$ cat src/rtl/spi_master_xfer_ctrl.sv
// SPI master transfer controller: round-robin arbitration between requesters,
// one fixed-length word per grant, standard or quad lanes, programmable
// divider / CPOL / CPHA, response returned tagged with the requester ID.
//
// state | meaning
// ------+---------------------------------------------------------------
// IDLE  | bus parked, cs all high, sclk at CPOL, arbitrate and accept
// SETUP | selected cs low for H cycles, first bits on mosi when CPHA=0
// SHIFT | sclk toggles every H cycles, 2B edges, sample/shift per CPHA
// HOLD  | sclk parked at idle level, cs still low for H cycles
// DONE  | cs released, rsp_valid pulses, back to IDLE
module spi_master_xfer_ctrl #(
    parameter int NO_OF_REQ    = 2,
    parameter int NO_OF_SLAVES = 4,
    parameter int DATA_WIDTH   = 32,
    parameter int DIV_WIDTH    = 8,
    localparam int CSW         = $clog2(NO_OF_SLAVES),
    localparam int IDW         = $clog2(NO_OF_REQ)
) (
    input  logic                          pclk,
    input  logic                          areset,
    input  logic [NO_OF_REQ-1:0]          req_valid,
    output logic [NO_OF_REQ-1:0]          req_ready,
    input  logic [NO_OF_REQ*CSW-1:0]      req_cs_sel,
    input  logic [NO_OF_REQ-1:0]          req_quad,
    input  logic [NO_OF_REQ*DATA_WIDTH-1:0] req_tx_data,
    input  logic [DIV_WIDTH-1:0]          cfg_div,
    input  logic                          cfg_cpol,
    input  logic                          cfg_cpha,
    output logic                          rsp_valid,
    output logic [IDW-1:0]                rsp_id,
    output logic [DATA_WIDTH-1:0]         rsp_rx_data,
    output logic                          sclk,
    output logic [NO_OF_SLAVES-1:0]       cs,
    output logic                          mosi0,
    output logic                          mosi1,
    output logic                          mosi2,
    output logic                          mosi3,
    input  logic                          miso0,
    input  logic                          miso1,
    input  logic                          miso2,
    input  logic                          miso3
);

    localparam int ECW = $clog2(2 * DATA_WIDTH) + 1;

    typedef enum logic [2:0] {IDLE, SETUP, SHIFT, HOLD, DONE} state_t;

    state_t                  state_q, state_d;
    logic [IDW-1:0]          last_q, last_d;
    logic [IDW-1:0]          owner_q, owner_d;
    logic [CSW-1:0]          sel_q, sel_d;
    logic                    quad_q, quad_d;
    logic                    cpol_q, cpol_d;
    logic                    cpha_q, cpha_d;
    logic [DIV_WIDTH-1:0]    div_q, div_d;
    logic [DIV_WIDTH:0]      timer_q, timer_d;
    logic [ECW-1:0]          edge_cnt_q, edge_cnt_d;
    logic [DATA_WIDTH-1:0]   tx_sr_q, tx_sr_d;
    logic [DATA_WIDTH-1:0]   rx_sr_q, rx_sr_d;
    logic                    sclk_q, sclk_d;
    logic [NO_OF_SLAVES-1:0] cs_q, cs_d;
    logic [3:0]              mosi_q, mosi_d;
    logic                    rsp_valid_q, rsp_valid_d;
    logic [IDW-1:0]          rsp_id_q, rsp_id_d;
    logic [DATA_WIDTH-1:0]   rsp_rx_data_q, rsp_rx_data_d;

    logic                    gnt_found;
    logic [IDW-1:0]          gnt_idx;
    logic [IDW:0]            rr_cand;
    logic [DATA_WIDTH-1:0]   tx_in;
    logic [CSW-1:0]          sel_in;
    logic                    quad_in;
    logic [DIV_WIDTH:0]      h_val;
    logic [DIV_WIDTH:0]      h_in;
    logic [ECW-1:0]          last_edge;
    logic                    sample_edge;

    function automatic logic [3:0] lead_bits(input logic [DATA_WIDTH-1:0] d, input logic q);
        return q ? d[DATA_WIDTH-1 -: 4] : {3'b000, d[DATA_WIDTH-1]};
    endfunction

    function automatic logic [DATA_WIDTH-1:0] drop_lead(input logic [DATA_WIDTH-1:0] d, input logic q);
        return q ? (d << 4) : (d << 1);
    endfunction

    // Round-robin search starting just after the last granted requester
    always_comb begin
        gnt_found = 1'b0;
        gnt_idx   = '0;
        rr_cand   = '0;
        for (int i = 1; i <= NO_OF_REQ; i++) begin
            rr_cand = {1'b0, last_q} + (IDW+1)'(i);
            if (rr_cand >= (IDW+1)'(NO_OF_REQ)) begin
                rr_cand = rr_cand - (IDW+1)'(NO_OF_REQ);
            end
            if (!gnt_found && req_valid[rr_cand[IDW-1:0]]) begin
                gnt_found = 1'b1;
                gnt_idx   = rr_cand[IDW-1:0];
            end
        end
    end

    // Grant strobe only while parked, never while reset is being applied
    always_comb begin
        req_ready = '0;
        if (state_q == IDLE && !areset && gnt_found) begin
            req_ready[gnt_idx] = 1'b1;
        end
    end

    // Next-state, datapath and registered-output computation
    always_comb begin
        state_d       = state_q;
        last_d        = last_q;
        owner_d       = owner_q;
        sel_d         = sel_q;
        quad_d        = quad_q;
        cpol_d        = cpol_q;
        cpha_d        = cpha_q;
        div_d         = div_q;
        timer_d       = timer_q;
        edge_cnt_d    = edge_cnt_q;
        tx_sr_d       = tx_sr_q;
        rx_sr_d       = rx_sr_q;
        sclk_d        = sclk_q;
        cs_d          = cs_q;
        mosi_d        = mosi_q;
        rsp_valid_d   = 1'b0;
        rsp_id_d      = rsp_id_q;
        rsp_rx_data_d = rsp_rx_data_q;

        tx_in       = req_tx_data[gnt_idx*DATA_WIDTH +: DATA_WIDTH];
        sel_in      = req_cs_sel[gnt_idx*CSW +: CSW];
        quad_in     = req_quad[gnt_idx];
        h_val       = {1'b0, div_q} + 1'b1;
        h_in        = {1'b0, cfg_div} + 1'b1;
        last_edge   = quad_q ? ECW'(2 * DATA_WIDTH / 4 - 1) : ECW'(2 * DATA_WIDTH - 1);
        // even edge index = leading edge; CPHA=0 samples leading, CPHA=1 trailing
        sample_edge = (edge_cnt_q[0] == cpha_q);

        unique case (state_q)
            IDLE: begin
                sclk_d = cfg_cpol;
                cs_d   = '1;
                mosi_d = 4'h0;
                if (gnt_found) begin
                    state_d    = SETUP;
                    last_d     = gnt_idx;
                    owner_d    = gnt_idx;
                    sel_d      = sel_in;
                    quad_d     = quad_in;
                    cpol_d     = cfg_cpol;
                    cpha_d     = cfg_cpha;
                    div_d      = cfg_div;
                    timer_d    = h_in - 1'b1;
                    edge_cnt_d = '0;
                    rx_sr_d    = '0;
                    for (int s = 0; s < NO_OF_SLAVES; s++) begin
                        cs_d[s] = (CSW'(s) != sel_in);
                    end
                    if (!cfg_cpha) begin
                        mosi_d  = lead_bits(tx_in, quad_in);
                        tx_sr_d = drop_lead(tx_in, quad_in);
                    end else begin
                        tx_sr_d = tx_in;
                    end
                end
            end
            SETUP, SHIFT: begin
                if (timer_q == '0) begin
                    timer_d    = h_val - 1'b1;
                    sclk_d     = ~sclk_q;
                    edge_cnt_d = edge_cnt_q + 1'b1;
                    if (sample_edge) begin
                        rx_sr_d = quad_q ? {rx_sr_q[DATA_WIDTH-5:0], miso3, miso2, miso1, miso0}
                                         : {rx_sr_q[DATA_WIDTH-2:0], miso0};
                    end else begin
                        mosi_d  = lead_bits(tx_sr_q, quad_q);
                        tx_sr_d = drop_lead(tx_sr_q, quad_q);
                    end
                    if (state_q == SETUP) begin
                        state_d = SHIFT;
                    end else if (edge_cnt_q == last_edge) begin
                        state_d = HOLD;
                    end
                end else begin
                    timer_d = timer_q - 1'b1;
                end
            end
            HOLD: begin
                if (timer_q == '0) begin
                    state_d       = DONE;
                    cs_d          = '1;
                    rsp_valid_d   = 1'b1;
                    rsp_id_d      = owner_q;
                    rsp_rx_data_d = rx_sr_q;
                end else begin
                    timer_d = timer_q - 1'b1;
                end
            end
            DONE: begin
                state_d = IDLE;
                cs_d    = '1;
                sclk_d  = cpol_q;
            end
            default: begin
                state_d = IDLE;
            end
        endcase
    end

    // State and output registers with synchronous reset
    always_ff @(posedge pclk) begin
        if (areset) begin
            state_q       <= IDLE;
            last_q        <= IDW'(NO_OF_REQ - 1);
            owner_q       <= '0;
            sel_q         <= '0;
            quad_q        <= 1'b0;
            cpol_q        <= 1'b0;
            cpha_q        <= 1'b0;
            div_q         <= '0;
            timer_q       <= '0;
            edge_cnt_q    <= '0;
            tx_sr_q       <= '0;
            rx_sr_q       <= '0;
            sclk_q        <= 1'b0;
            cs_q          <= '1;
            mosi_q        <= 4'h0;
            rsp_valid_q   <= 1'b0;
            rsp_id_q      <= '0;
            rsp_rx_data_q <= '0;
        end else begin
            state_q       <= state_d;
            last_q        <= last_d;
            owner_q       <= owner_d;
            sel_q         <= sel_d;
            quad_q        <= quad_d;
            cpol_q        <= cpol_d;
            cpha_q        <= cpha_d;
            div_q         <= div_d;
            timer_q       <= timer_d;
            edge_cnt_q    <= edge_cnt_d;
            tx_sr_q       <= tx_sr_d;
            rx_sr_q       <= rx_sr_d;
            sclk_q        <= sclk_d;
            cs_q          <= cs_d;
            mosi_q        <= mosi_d;
            rsp_valid_q   <= rsp_valid_d;
            rsp_id_q      <= rsp_id_d;
            rsp_rx_data_q <= rsp_rx_data_d;
        end
    end

    assign sclk        = sclk_q;
    assign cs          = cs_q;
    assign mosi0       = mosi_q[0];
    assign mosi1       = mosi_q[1];
    assign mosi2       = mosi_q[2];
    assign mosi3       = mosi_q[3];
    assign rsp_valid   = rsp_valid_q;
    assign rsp_id      = rsp_id_q;
    assign rsp_rx_data = rsp_rx_data_q;

endmodule

$ cat config.mk
export PLATFORM = sky130hd
export DESIGN_NAME = spi_master_xfer_ctrl
export DESIGN_NICKNAME = d
export VERILOG_FILES = /design/src/rtl/spi_master_xfer_ctrl.sv
export SDC_FILE = /design/constraint.sdc
export NUM_CORES = 1
export LEC_CHECK = 0
export ABC_AREA = 0
export BUFFER_PORTS_ARGS = -buffer_cell sky130_fd_sc_hd__buf_2
export CORE_UTILIZATION = 61
export CTS_CLUSTER_DIAMETER = 30
export CTS_CLUSTER_SIZE = 30
export DETAILED_ROUTE_END_ITERATION = 10
export MAX_ROUTING_LAYER = met4
export PLACE_DENSITY = 0.87
export SLEW_MARGIN = 20
export SYNTH_ARGS = -nofsm -noshare
export SYNTH_HDL_FRONTEND = slang
export SYNTH_SLANG_ARGS = --single-unit
$ cat constraint.sdc
create_clock -name pclk -period 4.9 [get_ports pclk]
set_input_delay 0 -clock pclk [delete_from_list [all_inputs] [get_ports pclk]]
set_output_delay 0 -clock pclk [all_outputs]
set_load 0.01 [all_outputs]
Word-level counts from Yosys, hierarchy flattened. Cells that the tools add are included.

Shift operators: 2. Bitwise operators: 2. Magnitude comparators: 6. Multiplexer cells: 54. Add/subtract/negate cells: 10. Equal/unequal tests: 16. Reduce and logical (&&, ||, !) cells: 25.

Operators with widths (number): two-way mux 32 bit (10); case mux 32 bit (2 select lines) (2); variable part select 64 x 7 -> 32 bit (1); two-way mux 4 bit (8); two-way mux 9 bit (3); case mux 9 bit (3 select lines) (1); subtractor 9 x 1 -> 9 bit, second input constant (3); adder 8 x 1 -> 9 bit, second input constant (2); two-way mux 1 bit (15); two-way mux 3 bit (5); two-way mux 7 bit (2); case mux 7 bit (2 select lines) (1); != test 2 bit, second input constant (6); case mux 4 bit (3 select lines) (1); AND reduction 4 bit (3); zero test 9 bit (1); case mux 3 bit (3 select lines) (1); AND reduction 3 bit (3); nonzero test 3 bit (3); case mux 4 bit (2 select lines) (1); AND reduction 2 bit (4); adder 7 x 1 -> 7 bit, second input constant (1); == test 7 x 6 -> 1 bit (1); == test 3 x 2 -> 1 bit, second input constant (2); 23 further kinds (35).

Output and inout bits: 45. Word-level logic and storage cells: 132. Flip-flop bits (word level): 139. Input port bits: 88.

Depth between registers and ports, before layout.
Word-level depth: 15. Gate-level depth with buffers: 9. Mapped depth without buffers: 7.

Worst setup path before layout. OpenSTA, ideal clock, no wires.

Path type: reg-to-reg. From: reg timer_q[0]. To: reg rx_sr_q[10]. Clock period less this slack: 2.073 ns. Stages on the path, launching flop included: 10. Setup slack: 2.827 ns. Data arrival time: 1.941 ns. Path buffers: 2. Cells stage by stage: dfxtp_1 -> inv_1 -> ha_1 -> or4b_1 -> buf_2 -> nor4b_4 -> o21ai_1 -> clkbuf_1 -> nand2_1 -> a21oi_1.

Longest elaborated chain between the ends: 3.

RTL lines: from (decl) (RTL line 57) `logic [DIV_WIDTH:0] timer_q, timer_d;`; from (signal assigned) (RTL line 243) `timer_q <= timer_d;`; zero test 9 bit (RTL line 171) `if (timer_q == '0) begin`; != test 2 bit (no source line); AND reduction 4 bit (no source line); to (signal assigned) (RTL line 246) `rx_sr_q <= rx_sr_d;`; to (decl) (RTL line 60) `logic [DATA_WIDTH-1:0] rx_sr_q, rx_sr_d;`.

No other way between the ends. A chain may end at the register's enable or synchronous reset.

Final worst setup path.
From: reg timer_q[0]. To: reg timer_q[7].

Longest elaborated chain between the ends: 3. Elaborated cells on any way between the ends: 7. Classes of those cells: add/sub (1); eq/ne (1); mux (3); reduce/logical (2).

RTL lines: subtractor 9 x 1 -> 9 bit or zero test 9 bit (tied branches); two-way mux 9 bit (tied with other cells) (RTL line 192) `if (timer_q == '0) begin`; case mux 9 bit (3 select lines) or AND reduction 3 bit (tied branches).

Parallel ways exist; a longest one is shown, timed or not. The select of a mux whose other input is x is not followed.

==> results by group <==
Setup path
  • RR Startpoint: timer_q[0]
  • Crit path max fanout: 24
  • Req. time, crit path: 5.22 ns
  • Register-to-Register Path Depth: 8
  • Crit Path Category: flip-flop to flip-flop
  • Critical-path cell list: inv_1 > ha_1 > nor4b_2 > nand4_1 > buf_4 > nand2_1 > a311oi_1 > a21o_1
  • Startpoint types: flip-flop
  • Critical path's top delay family: simple AND/OR/NAND/NOR gates
  • Arrival @ worst endpoint: 3.17 ns
  • CP max stage delay: 0.62 ns
  • CP Buf/Inv Count: 2
  • FF-to-FF End: timer_q[7]
  • Critical path depth: 8
  • Critical path's slowest cell: nand4_1
  • Worst setup EP type: flip-flop
  • Reg2reg setup slack: 2.06 ns

Finish
  • Area of the multi-input gates: 4750 um2
  • # diodes: 0
  • Fraction of final layout cells with drive strength greater than 1: 0.201
  • Storage cell area: 2780 um2
  • Layout fillers: 863
  • Area Growth Syn to Fin: 21.0%
  • Nets: 1216
  • Design area: 9530 um2

GRT
  • M1 GR Usage: 0.445
  • Gr usage total: 0.359
  • Global route overflow: 0
  • First-pass GRT wire length: 37.0 mm
  • Met2 GRT Util: 0.556
  • Vias in the first global route: 7594
  • Most Used Layer, Global Route: met2
  • Met3 Use GR: 0.0785
  • Initial antenna violation count: 0
  • Largest net degree at the start of global routing: 103

Synthesis
  • #FFs+latches synth: 139
  • Gate Count Post-Synth: 1004
  • Commonest register cell after synthesis: dfxtp_1
  • Yosys cell types: 58
  • Syn avg cell area: 7.84 um2
  • Post-synth design cell area: 7870 um2
  • Sequential area share after synthesis: 0.353
  • Top area cells in the synthesized netlist: dfxtp_1 35%, mux2i_1 12%, nand2_1 12%, a21oi_1 8.8%, mux2_2 4.7%
  • Syn Nets: 1094
  • Ys async rst share: 0
  • Top cell type's share of synthesized area: 0.353
  • Yosys top cell by area: dfxtp_1
  • EDFF count, synth: 0
  • Synth Warn #: 0

Clock network
  • Deepest clock path buffer count: 2
  • Worst skew pair latency: 0.43 ns
  • H-tree levels: 4
  • Total setup buffers inserted after CTS: 0
  • CTS Buf Count: 17
  • CTS tree: yes
  • Root buffer cell: clkbuf_16
  • Clock-pin transition on the worst setup and hold timing paths: 0.06 ns
  • Clock sinks: 139

Floorplan
  • Core Area: 12600 um2
  • Die X: 116 um
  • Starting Density: 0.624
  • # IOs: 133
  • FP Rows: 41
  • Die Y: 116 um
  • Die area: 13400 um2

Placement
  • Port-buffer cells: 132
  • Post-DP Area: 8520 um2
  • Place WS: 2.13 ns
  • Dpl hpwl: 13.6 mm
  • RePlAce Congestion: 0.902

Timing
  • Final Worst Setup Slack: 2.06 ns
  • Slew Viols, Final: 0
  • Final Hold Viols: 1
  • Setup TNS: 0 ns
  • Max frequency: 352 MHz
  • Fin crit period: 2.84 ns
  • RSZ-0062 raised after global routing: false
  • Final Skew: 0.0136 ns
  • Setup violators final: 0
  • Final hold slack: -0.00497 ns
  • Slew @ Worst Pin: 1.07 ns
  • Final Cycle Share: 0.580
  • Rel. slew slack: 0.281

Job
  • Max_cap viols: 0

Routing
  • WL/cell: 17.4 um
  • Vias per cell: 6.24
  • Routed Antenna Nets: 0
  • DRC violations left: 0
  • Initial DRT Pass Iterations: 7
  • Drt total wl: 22.7 mm
  • Initial detailed-routing violation count: 969
  • Routed via count: 8185

Hold path
  • Hold-critical path depth: 4
  • Hold path endpoint: tx_sr_q[26]
  • Hold path startpoint: req_tx_data[58]
  • HP Class: input pin to flip-flop

Pwr
  • Pwr per Cell Area: 490 nW/um2
  • Static leakage: 0.00388 uW
  • Tot Pwr: 4670 uW
  • VDD IR max: 285 uV

Outcome
  • Failing checks: negative hold slack
  • Outcome: finished, violations left
-- cells in the final DEF (no fill, tap or decap), drive strengths merged, types with 16 or more instances in the layout --
cell type / count
mux2i: 98
dlygate4sd3: 43
dfxtp: 139
clkbuf: 17
a32o: 24
mux2: 33
nand3: 70
a21oi: 139
nor2: 40
buf: 144
nand2: 242
o21ai: 16
-- tightest hold or removal path: stages --
cell and delay, ns:
buf_2 0.10, nand2_1 0.05, nand3_1 0.08, a32o_1 0.16
-- sequential cells by signal (all words and copies together), names as in the netlist --
name and flops:
sclk 1, cpha_q 1, rsp_rx_data 32, div_q 8, owner_q 1, tx_sr_q 32
mosi_q 4, rx_sr_q 32, state_q 3, rsp_valid 1, rsp_id 1, timer_q 9
edge_cnt_q 7, quad_q 1, last_q 1, cs 4, cpol_q 1
-- how the worst max path moves through the flow --
| stage | start | endpoint | slack, ns |
|---|---|---|---|
| floorplan | timer_q[0] | rx_sr_q[10] | 2.83 |
| finish | timer_q[0] | timer_q[7] | 2.06 |
| CTS | timer_q[0] | tx_sr_q[2] | 2.04 |
| global route | timer_q[1] | timer_q[7] | 1.80 |
| global placement | timer_q[0] | tx_sr_q[1] | 2.19 |
| detailed placement | timer_q[0] | tx_sr_q[3] | 2.13 |
-- Yosys cell counts (13+ instances only) --
cell type	n
mux2_2	33
mux2i_1	98
dfxtp_1	139
nor2_1	40
nor3_1	13
buf_2	16
a21oi_1	139
nand3_1	70
nand2_1	242
o21ai_0	14
a32o_1	24
clkbuf_1	56
-- power by group --
part / leakage (uW) / internal [uW] / total, uW / switching, uW
clock: 0.000266 / 716 / 1270 / 551
sequential: 0.00113 / 1330 / 1580 / 242
combinational: 0.00248 / 707 / 1830 / 1120
total: 0.00388 / 2760 / 4670 / 1910
-- routing by layer --
layer | share of wire | vias up
met3 | 0.081 | 93
met2 | 0.47 | 458
met5 | 0 | -
met1 | 0.41 | 3818
li1 | - | 3816
met4 | 0.038 | 0
-- metrics by stage --
stage           util  cells
4_1_cts        0.755   1311
3_5_place_dp   0.675   1236
6_report       0.755   1311
3_3_place_gp   0.675   1236
5_1_grt        0.755   1311
2_1_floorplan      -   1004
-- area by class of cell --
cell class                 count  area share
clock buffer                  17      0.0446
tap                          172      0.0226
clock inverter                15      0.0163
timing repair buffer         187       0.124
multi-input combinational    776       0.498
sequential                   139       0.292
inverter                       5     0.00197
-- cells by family (layout without fill, tap and decap cells) --
kind of cell | after synthesis | after routing | synth area share
multiplexers | 131 | 131 | 0.172
buffers and inverters | 89 | 224 | 0.0488
XOR/XNOR | 11 | 11 | 0.0146
flip-flops | 139 | 139 | 0.353
AO/OA/AOI/OAI | 234 | 234 | 0.188
adder cells (fa/ha/maj) | 2 | 2 | 0.00318
AND/OR/NAND/NOR | 398 | 398 | 0.220
-- what timing repair did --
action                    CTS  global route
gates resized for setup     0             0
hold endpoints to repair   36             0
hold buffers               43             0
No activity file was read; power rests on OpenSTA's default activity.
